$ cat src/rtl/tomasulo_pkg.sv
// Shared constants for the Tomasulo core: datapath widths and the opcode field
// that marks end of program.
package tomasulo_pkg;

    localparam int unsigned INSTR_W    = 16;
    localparam int unsigned ADDR_W     = 5;
    localparam int unsigned OPCODE_MSB = 15;
    localparam int unsigned OPCODE_LSB = 12;
    localparam int unsigned OPCODE_W   = OPCODE_MSB - OPCODE_LSB + 1;

    localparam logic [OPCODE_W-1:0] HALT_OP = 4'b1111;

endpackage

$ cat src/rtl/iq_storage.sv
// Entry array for the instruction queue: one synchronous write port and one
// asynchronous read port; contents are never reset.
module iq_storage #(
    parameter int unsigned WIDTH = 21,
    parameter int unsigned DEPTH = 4
) (
    input  logic                     CLK,
    input  logic                     we,
    input  logic [$clog2(DEPTH)-1:0] waddr,
    input  logic [WIDTH-1:0]         wdata,
    input  logic [$clog2(DEPTH)-1:0] raddr,
    output logic [WIDTH-1:0]         rdata
);

    logic [WIDTH-1:0] mem [DEPTH];

    always_ff @(posedge CLK) begin
        if (we) begin
            mem[waddr] <= wdata;
        end
    end

    assign rdata = mem[raddr];

endmodule

$ cat src/rtl/instruction_queue.sv
// Fetch buffer between instruction memory and issue: captures {pc, instr} each
// posedge, requests a PC advance per accepted word, stops on HALT, flushes on redirect.
module instruction_queue #(
    parameter int unsigned INSTR_W = tomasulo_pkg::INSTR_W,
    parameter int unsigned ADDR_W  = tomasulo_pkg::ADDR_W,
    parameter int unsigned DEPTH   = 4
) (
    input  logic                   CLK,
    input  logic                   CLR,
    input  logic [INSTR_W-1:0]     instr_in,
    input  logic [ADDR_W-1:0]      pc_in,
    output logic                   incr,
    input  logic                   flush,
    input  logic                   issue_ready,
    output logic                   issue_valid,
    output logic [INSTR_W-1:0]     issue_instr,
    output logic [ADDR_W-1:0]      issue_pc,
    output logic [$clog2(DEPTH):0] count,
    output logic                   halted
);

    localparam int unsigned PTR_W = $clog2(DEPTH);
    localparam int unsigned CNT_W = PTR_W + 1;
    localparam int unsigned OP_W  = tomasulo_pkg::OPCODE_W;

    logic [PTR_W-1:0] rd_ptr_q, rd_ptr_d, wr_ptr_q, wr_ptr_d;
    logic [CNT_W-1:0] count_q, count_d;
    logic             halted_q, halted_d;
    logic             incr_q, incr_d;
    logic             full, wr_fire, rd_fire, is_halt;
    logic [ADDR_W+INSTR_W-1:0] rd_entry;

    assign full    = (count_q == CNT_W'(DEPTH));
    assign wr_fire = !full && !halted_q && !flush;
    assign rd_fire = (count_q != '0) && issue_ready && !flush;
    assign is_halt = (instr_in[INSTR_W-1 -: OP_W] == tomasulo_pkg::HALT_OP);

    always_comb begin
        rd_ptr_d = rd_ptr_q;
        wr_ptr_d = wr_ptr_q;
        count_d  = count_q;
        halted_d = halted_q;
        incr_d   = 1'b0;
        if (flush) begin
            rd_ptr_d = '0;
            wr_ptr_d = '0;
            count_d  = '0;
            halted_d = 1'b0;
        end else begin
            if (wr_fire) wr_ptr_d = wr_ptr_q + PTR_W'(1);
            if (rd_fire) rd_ptr_d = rd_ptr_q + PTR_W'(1);
            unique case ({wr_fire, rd_fire})
                2'b10:   count_d = count_q + CNT_W'(1);
                2'b01:   count_d = count_q - CNT_W'(1);
                default: count_d = count_q;
            endcase
            if (wr_fire && is_halt) halted_d = 1'b1;
            // One PC step per accepted word, so a full queue never re-fetches.
            incr_d = wr_fire;
        end
    end

    always_ff @(posedge CLK or posedge CLR) begin
        if (CLR) begin
            rd_ptr_q <= '0;
            wr_ptr_q <= '0;
            count_q  <= '0;
            halted_q <= 1'b0;
            incr_q   <= 1'b0;
        end else begin
            rd_ptr_q <= rd_ptr_d;
            wr_ptr_q <= wr_ptr_d;
            count_q  <= count_d;
            halted_q <= halted_d;
            incr_q   <= incr_d;
        end
    end

    iq_storage #(
        .WIDTH (ADDR_W + INSTR_W),
        .DEPTH (DEPTH)
    ) u_storage (
        .CLK   (CLK),
        .we    (wr_fire),
        .waddr (wr_ptr_q),
        .wdata ({pc_in, instr_in}),
        .raddr (rd_ptr_q),
        .rdata (rd_entry)
    );

    assign issue_valid = (count_q != '0);
    assign issue_pc    = rd_entry[ADDR_W+INSTR_W-1 -: ADDR_W];
    assign issue_instr = rd_entry[INSTR_W-1:0];
    assign count       = count_q;
    assign halted      = halted_q;
    assign incr        = incr_q;

endmodule

$ cat config.mk
export PLATFORM = sky130hd
export DESIGN_NAME = instruction_queue
export DESIGN_NICKNAME = d
export VERILOG_FILES = /design/src/rtl/tomasulo_pkg.sv /design/src/rtl/iq_storage.sv /design/src/rtl/instruction_queue.sv
export SDC_FILE = /design/constraint.sdc
export NUM_CORES = 1
export LEC_CHECK = 0
export CAP_MARGIN = 20
export CORE_ASPECT_RATIO = 1.2
export CORE_MARGIN = 1
export CORE_UTILIZATION = 40
export DETAILED_ROUTE_END_ITERATION = 10
export PLACE_DENSITY = 0.59
export SLEW_MARGIN = 20
export SYNTH_ARGS = -nofsm -noshare
export SYNTH_HDL_FRONTEND = slang
export SYNTH_HIERARCHICAL = 1
export SYNTH_SLANG_ARGS = --single-unit
$ cat constraint.sdc
create_clock -name CLK -period 4.41 [get_ports CLK]
set_input_delay 0.882 -clock CLK [delete_from_list [all_inputs] [get_ports CLK]]
set_output_delay 0.882 -clock CLK [all_outputs]
set_load 0.005 [all_outputs]
* Yosys cells after proc, flatten, opt, wreduce, memory -nomap -nowiden
Memories as Yosys holds them, arrays and structs flattened.
Index checks and enable logic that the tools add are counted.
** Storage, ports and cells
- Input bits :: 25
- Flip-flop bits (word level) :: 9
- Memories :: 1
- Output and inout bits :: 27
- Memory bits (writable) :: 84
- Word-level logic and storage cells :: 38
** Memories
- u_storage.mem :: words 4, bits a word 21, rd ports 1, clocked after Yosys merged registers in 0, wr ports 1, RTL line iq_storage.sv:15 : logic [WIDTH-1:0] mem [DEPTH];
** Cells by class
- $add $sub $neg :: 4
- Reduce and logical (&&, ||, !) cells :: 13
- Multiplexer cells :: 11
- Equal/unequal tests :: 4
** Operator list (number)
- $mux 2 :: 4
- $pmux 3 s2 :: 1
- $reduce_bool 2->1 :: 3
- $reduce_bool 3->1 :: 2
- $logic_and 1x1->1 :: 5
- $mux 1 :: 5
- $add 2x1->2 const B :: 2
- $eq 4x4->1 const B :: 1
- $add 3x1->3 const B :: 1
- $eq 3x3->1 const B :: 1
- $logic_not 1->1 :: 3
- $mux 3 :: 1
- $sub 3x1->3 const B :: 1
- $eq 2x1->1 const B :: 1
- $eq 2x2->1 const B :: 1

* Logic depth before layout (Yosys ltp)
- Depth after elaboration :: 7
- Depth in mapped cells :: 8
- Depth with buffers taken out :: 7

* Hierarchy
Netlist, hierarchy kept.
** Modules (own cells, without submodules)
- iq_storage :: cells each 113, area an instance 3062.9 um2, times used 1, seq. area each 2522.4 um2
- instruction_queue :: cells each 65, area an instance 595.6 um2, times used 1, seq. area each 225.2 um2

* Worst setup path after synthesis
Ideal clock, no wire load.
- Path kind :: input port to flip-flop
- Start point :: input port flush
- End point :: memory u_storage.mem[0][0], enable pin
- Arrival :: 2980 ps
- Setup time :: 430 ps
- Data required time :: 3980 ps
- Path slack :: 1001 ps
- Stages :: 3
- Path buffers :: 1
- Cell sequence :: clkbuf_1 -> nor3_1 -> nor3b_1
** Between the ends
- Longest elaborated chain between the ends :: 4
** RTL lines
- start: declaration :: RTL line instruction_queue.sv:13 : input logic flush,
- $logic_not 1->1 :: RTL line instruction_queue.sv:34 : assign wr_fire = !full && !halted_q && !flush;
- $logic_and 1x1->1 :: RTL line instruction_queue.sv:34
- $mux 1 :: RTL line iq_storage.sv:18 : if (we) begin
- $mux 1 (not written as such) :: RTL line iq_storage.sv:19 : mem[waddr] <= wdata;
- end: declaration :: RTL line iq_storage.sv:15
Every way passes these cells.

* Worst setup path after layout
- Start point :: register rd_ptr_q[0]
- End point :: output port issue_pc[0]
** Between the ends
- Longest elaborated chain between the ends :: 1
** RTL lines
- start: declaration :: RTL line instruction_queue.sv:26 : logic [PTR_W-1:0] rd_ptr_q, rd_ptr_d, wr_ptr_q, wr_ptr_d;
- start signal: assignment :: RTL line instruction_queue.sv:71 : rd_ptr_q <= rd_ptr_d;
- $mem_v2 4x21
- end: declaration :: RTL line instruction_queue.sv:17 : output logic [ADDR_W-1:0] issue_pc,
Every way passes these cells.

==> tab_implementation.tex <==
\begin{tabular}{lr}
\hline
Metric & Value \\
\hline
\multicolumn{2}{l}{\textbf{Status}} \\
Status & finished, final reports clean \\
\multicolumn{2}{l}{\textbf{Run}} \\
Max-cap check violation count & 0 \\
\multicolumn{2}{l}{\textbf{STA}} \\
Post-route fraction of the period consumed by the critical path & 0.732 \\
Unrepaired setup endpoints after global routing & false \\
Time the worst path needs with I/O delays and setup & between 3000 and 4000 ps \\
Final-report hold violation count & 0 \\
Total count of max-transition violations in the final report & 0 \\
Transition time of the tightest slew-check pin & 1010 ps \\
Final setup TNS & 0 ps \\
Worst-case clock skew & 12.8 ps \\
Maximum clock frequency & between 0.3 and 0.4 GHz \\
Worst rel slew slack & 0.329 \\
Total of endpoints with negative setup slack in the final report & 0 \\
\multicolumn{2}{l}{\textbf{Global routing}} \\
First-pass GRT wire length & about 10000 µm \\
Number of antenna violations at the first check in global routing & 0 \\
Largest net degree at the start of global routing & 23 \\
Overflow left after global routing & 0 \\
Global router's overall resource usage & 0.147 \\
Number of global-route vias before repair & $\sim$1900 \\
\multicolumn{2}{l}{\textbf{Worst setup path}} \\
Crit path arrival time & approximately 2400 ps \\
Critical Path Slowest Stage Cell & sky130\_fd\_sc\_hd\_\_mux4\_2 \\
Buffers plus inverters on the worst setup path & 2 \\
CP max stage delay & between 500 and 600 ps \\
Ordered cell list for the critical path & buf\_4 > mux4\_2 > clkdlybuf4s50\_1 \\
R2r startpoint & count[1] \\
Capture instance of the worst register-to-register path & count[1] \\
Setup slack on the worst flop-to-flop path & between 2000 and 2500 ps \\
Type of destination of the critical path & output pin \\
Category of the critical setup timing path & flip-flop to output pin \\
Kind of launch point of the worst setup path & flip-flop \\
Cell count of the worst reg-to-reg path & 7 \\
Cell family contributing the most delay on the critical path & buffers and inverters \\
Critical path fanouts, max & 17 \\
Data required time of the critical path & approximately 3500 ps \\
\multicolumn{2}{l}{\textbf{Yosys}} \\
Seq/Total Area, Yosys & 0.751 \\
Number of flops mapped to enable cells by yosys & 84 \\
Most frequent cells after synthesis & 84 x sky130\_fd\_sc\_hd\_\_edfxtp\_1, 20 x sky130\_fd\_sc\_hd\_\_mux4\_2, 9 x sky130\_fd\_sc\_hd\_\_dfrtp\_1, 6 x sky130\_fd\_sc\_hd\_\_buf\_2, 5 x sky130\_fd\_sc\_hd\_\_inv\_1 \\
YS warnings & 6 \\
Number of register bits inferred by synthesis & 93 \\
Synthesized area & 3660 µm² \\
Async set-reset flop share out of synthesis & 0.0968 \\
Mean Syn Cell Area & $\sim$20 µm² \\
Cell type with the largest total area after synthesis & sky130\_fd\_sc\_hd\_\_edfxtp\_1 \\
Net Count, Synth & between 200 and 250 \\
Cells after Synth & roughly 180 \\
Dominant cells by area after synthesis & sky130\_fd\_sc\_hd\_\_edfxtp\_1 69\%, sky130\_fd\_sc\_hd\_\_mux4\_2 12\%, sky130\_fd\_sc\_hd\_\_dfrtp\_1 6.2\%, sky130\_fd\_sc\_hd\_\_buf\_6 0.92\%, sky130\_fd\_sc\_hd\_\_buf\_2 0.82\% \\
Number of distinct library cells after synthesis & 37 \\
Proportion of netlist area held by the largest area contributor & 0.689 \\
Library cell with the highest instance count after synthesis & sky130\_fd\_sc\_hd\_\_edfxtp\_1 \\
Most frequently used flop master after synthesis & sky130\_fd\_sc\_hd\_\_edfxtp\_1 \\
\multicolumn{2}{l}{\textbf{Floorplanning}} \\
Overall die height & about 110 µm \\
Die X & slightly below 90 µm \\
Core area & around 8700 µm² \\
Number of top-level design ports & 52 \\
Standard-cell rows & 37 \\
Initial Util & 0.420 \\
Die area & $\sim$9500 µm² \\
\multicolumn{2}{l}{\textbf{Pwr}} \\
Internal power consumption & $\sim$1.4 mW \\
Share of total power in sequential cells & 0.562 \\
Gate power share & 0.179 \\
Cell Pwr Density & 425 nW/µm² \\
Net switching power & around 0.46 mW \\
Static leakage & 1.45 nW \\
Share of total power in the clock network & 0.258 \\
Switching Fraction & 0.242 \\
VDD IR max & 189 µV \\
\multicolumn{2}{l}{\textbf{Place}} \\
Port Buffers & 51 \\
GP Congestion & approximately 0.69 \\
Half-perimeter wire length after detailed placement & roughly 4100 µm \\
Cell total after placement & 341 \\
\multicolumn{2}{l}{\textbf{Clocking}} \\
Post-CTS Hold Buffers & 0 \\
Post-CTS setup buffer count & 0 \\
Sinks on Clock Net & 93 \\
Level count of the clock H-tree & 3 \\
Count of cells resized by post-cts repair & 0 \\
Cell chosen for the clock root & sky130\_fd\_sc\_hd\_\_clkbuf\_8 \\
CTS tree & yes \\
Maximum buffer depth of the clock tree & 2 \\
Worst-skew pair later-pin latency & approximately 360 ps \\
Clock transition at path regs & roughly 80 ps \\
Number of buffers created by CTS & 9 \\
\multicolumn{2}{l}{\textbf{Layout}} \\
Number of non-filler instances in the completed layout & $\sim$360 \\
Antenna Diode Count & 0 \\
Fraction of final layout cells sized beyond drive strength 1 & 0.176 \\
Layout net count & 261 \\
Growth of design area from synthesis to finish & 22.0\% \\
\multicolumn{2}{l}{\textbf{Routing}} \\
Number of DRC markers in iteration 0 & between 80 and 90 \\
Detail-routed net length per standard cell & 17.7 µm \\
Antenna Nets Post-Route & 0 \\
Detailed-routing iteration count for the pre-antenna-repair pass & 4 \\
Sum of routed wire length over all layers & between 6000 and 7000 µm \\
Vias per cell & 5.00 \\
Via count of the routed design & approximately 1800 \\
Total DRC errors in the routed layout & 0 \\
\multicolumn{2}{l}{\textbf{Min path}} \\
Worst Hold Class & flip-flop to flip-flop \\
Hold depth & 2 \\
Endpoint with the worst hold slack & wr\_ptr\_q[1] \\
Source of the worst hold timing path & wr\_ptr\_q[1] \\
\hline
\end{tabular}
## cells in the final DEF (no fill, tap or decap), types with 3 or more instances in the layout
master,count
sky130_fd_sc_hd__edfxtp_1,84
sky130_fd_sc_hd__clkdlybuf4s50_1,51
sky130_fd_sc_hd__mux4_2,20
sky130_fd_sc_hd__clkbuf_8,9
sky130_fd_sc_hd__dfrtp_1,9
sky130_fd_sc_hd__inv_1,5
sky130_fd_sc_hd__buf_4,5
sky130_fd_sc_hd__nor2_1,4
sky130_fd_sc_hd__a21oi_1,4
sky130_fd_sc_hd__xor2_1,3
sky130_fd_sc_hd__clkinvlp_4,3
## registers in the layout, summed over array words and instances, names as in the netlist
register       flops
halted             1
count              3
u_storage/mem     84
wr_ptr_q           2
rd_ptr_q           2
incr               1
## cell type report
class / instances / area, µm²
Timing Repair Buffer: 56 / 548
Multi-Input combinational cell: 70 / 830
Inverter: 5 / 18.8
Clock inverter: 6 / 48.8
Clock buffer: 9 / 124
Fill cell: 734 / 4240
Tap cell: 117 / 146
Sequential cell: 93 / 2750
## worst max path at each step
stage                start                   end  slack [ps]  cells past startpoint
6_report       rd_ptr_q[0]           issue_pc[0]        1180                      3
5_1_grt        rd_ptr_q[0]           issue_pc[0]        1030                      3
4_1_cts        rd_ptr_q[0]           issue_pc[0]        1090                      3
3_5_place_dp         flush  u_storage/mem[3][11]        1450                      4
3_3_place_gp   issue_ready              count[1]        1480                      6
2_1_floorplan        flush   u_storage/mem[0][0]        1000                      3
## logic make-up (layout without fill, tap and decap cells)
| family | count (synthesis) | in the layout | synth area share |
|---|---|---|---|
| buffers and inverters | 15 | 76 | 0.0236 |
| muxes | 22 | 22 | 0.133 |
| adders and majority gates | 1 | 1 | 0.00547 |
| AOI/OAI and AO/OA | 18 | 18 | 0.0332 |
| DFF | 93 | 93 | 0.751 |
| xor gates and xnor gates | 3 | 3 | 0.00718 |
| and+or+nand+nor | 26 | 26 | 0.0465 |
## metal layers
| layer | wire [µm] | up-vias | GRT usage | share of wire |
|---|---|---|---|---|
| li1 | - | 840 | - | - |
| met1 | 2620 | 897 | 0.183 | 0.42 |
| met2 | 3380 | 35 | 0.244 | 0.54 |
| met3 | 234 | 8 | 0.0431 | 0.037 |
| met4 | 70 | 0 | 0.0510 | 0.011 |
| met5 | 0 | - | 0 | 0 |
## power by group through the flow
stage | logic [mW] | registers [mW] | clock network (mW)
after floorplan | 0.201 | 1.06 | 0
after global placement | 0.346 | 1.09 | 0
after detailed placement | 0.347 | 1.09 | 0
after CTS | 0.349 | 1.07 | 0.506
after global routing | 0.369 | 1.08 | 0.542
final | 0.340 | 1.07 | 0.490
## worst register-to-register path: stages, from the launching register on
cell and delay (ps):
sky130_fd_sc_hd__dfrtp_1 540, sky130_fd_sc_hd__or2_1 320, sky130_fd_sc_hd__a21oi_1 170, sky130_fd_sc_hd__nor3b_1 80
sky130_fd_sc_hd__fa_1 540, sky130_fd_sc_hd__mux2i_1 90, sky130_fd_sc_hd__a211oi_1 270, sky130_fd_sc_hd__o21a_1 150
## through the flow
stage | hold slack [ps] | total power, mW | setup slack (ps) | cell area, µm² | util
finish | 630 | 1.90 | 1180 | 4460 | 0.513
detailed placement | 625 | 1.44 | 1450 | 4290 | 0.493
floorplan | 539 | 1.26 | 1000 | 3660 | -
global route | 671 | 1.99 | 1030 | 4460 | 0.513
CTS | 639 | 1.92 | 1090 | 4460 | 0.513
global placement | 613 | 1.43 | 1480 | 4290 | 0.493
(Power assumes the default switching activity.)
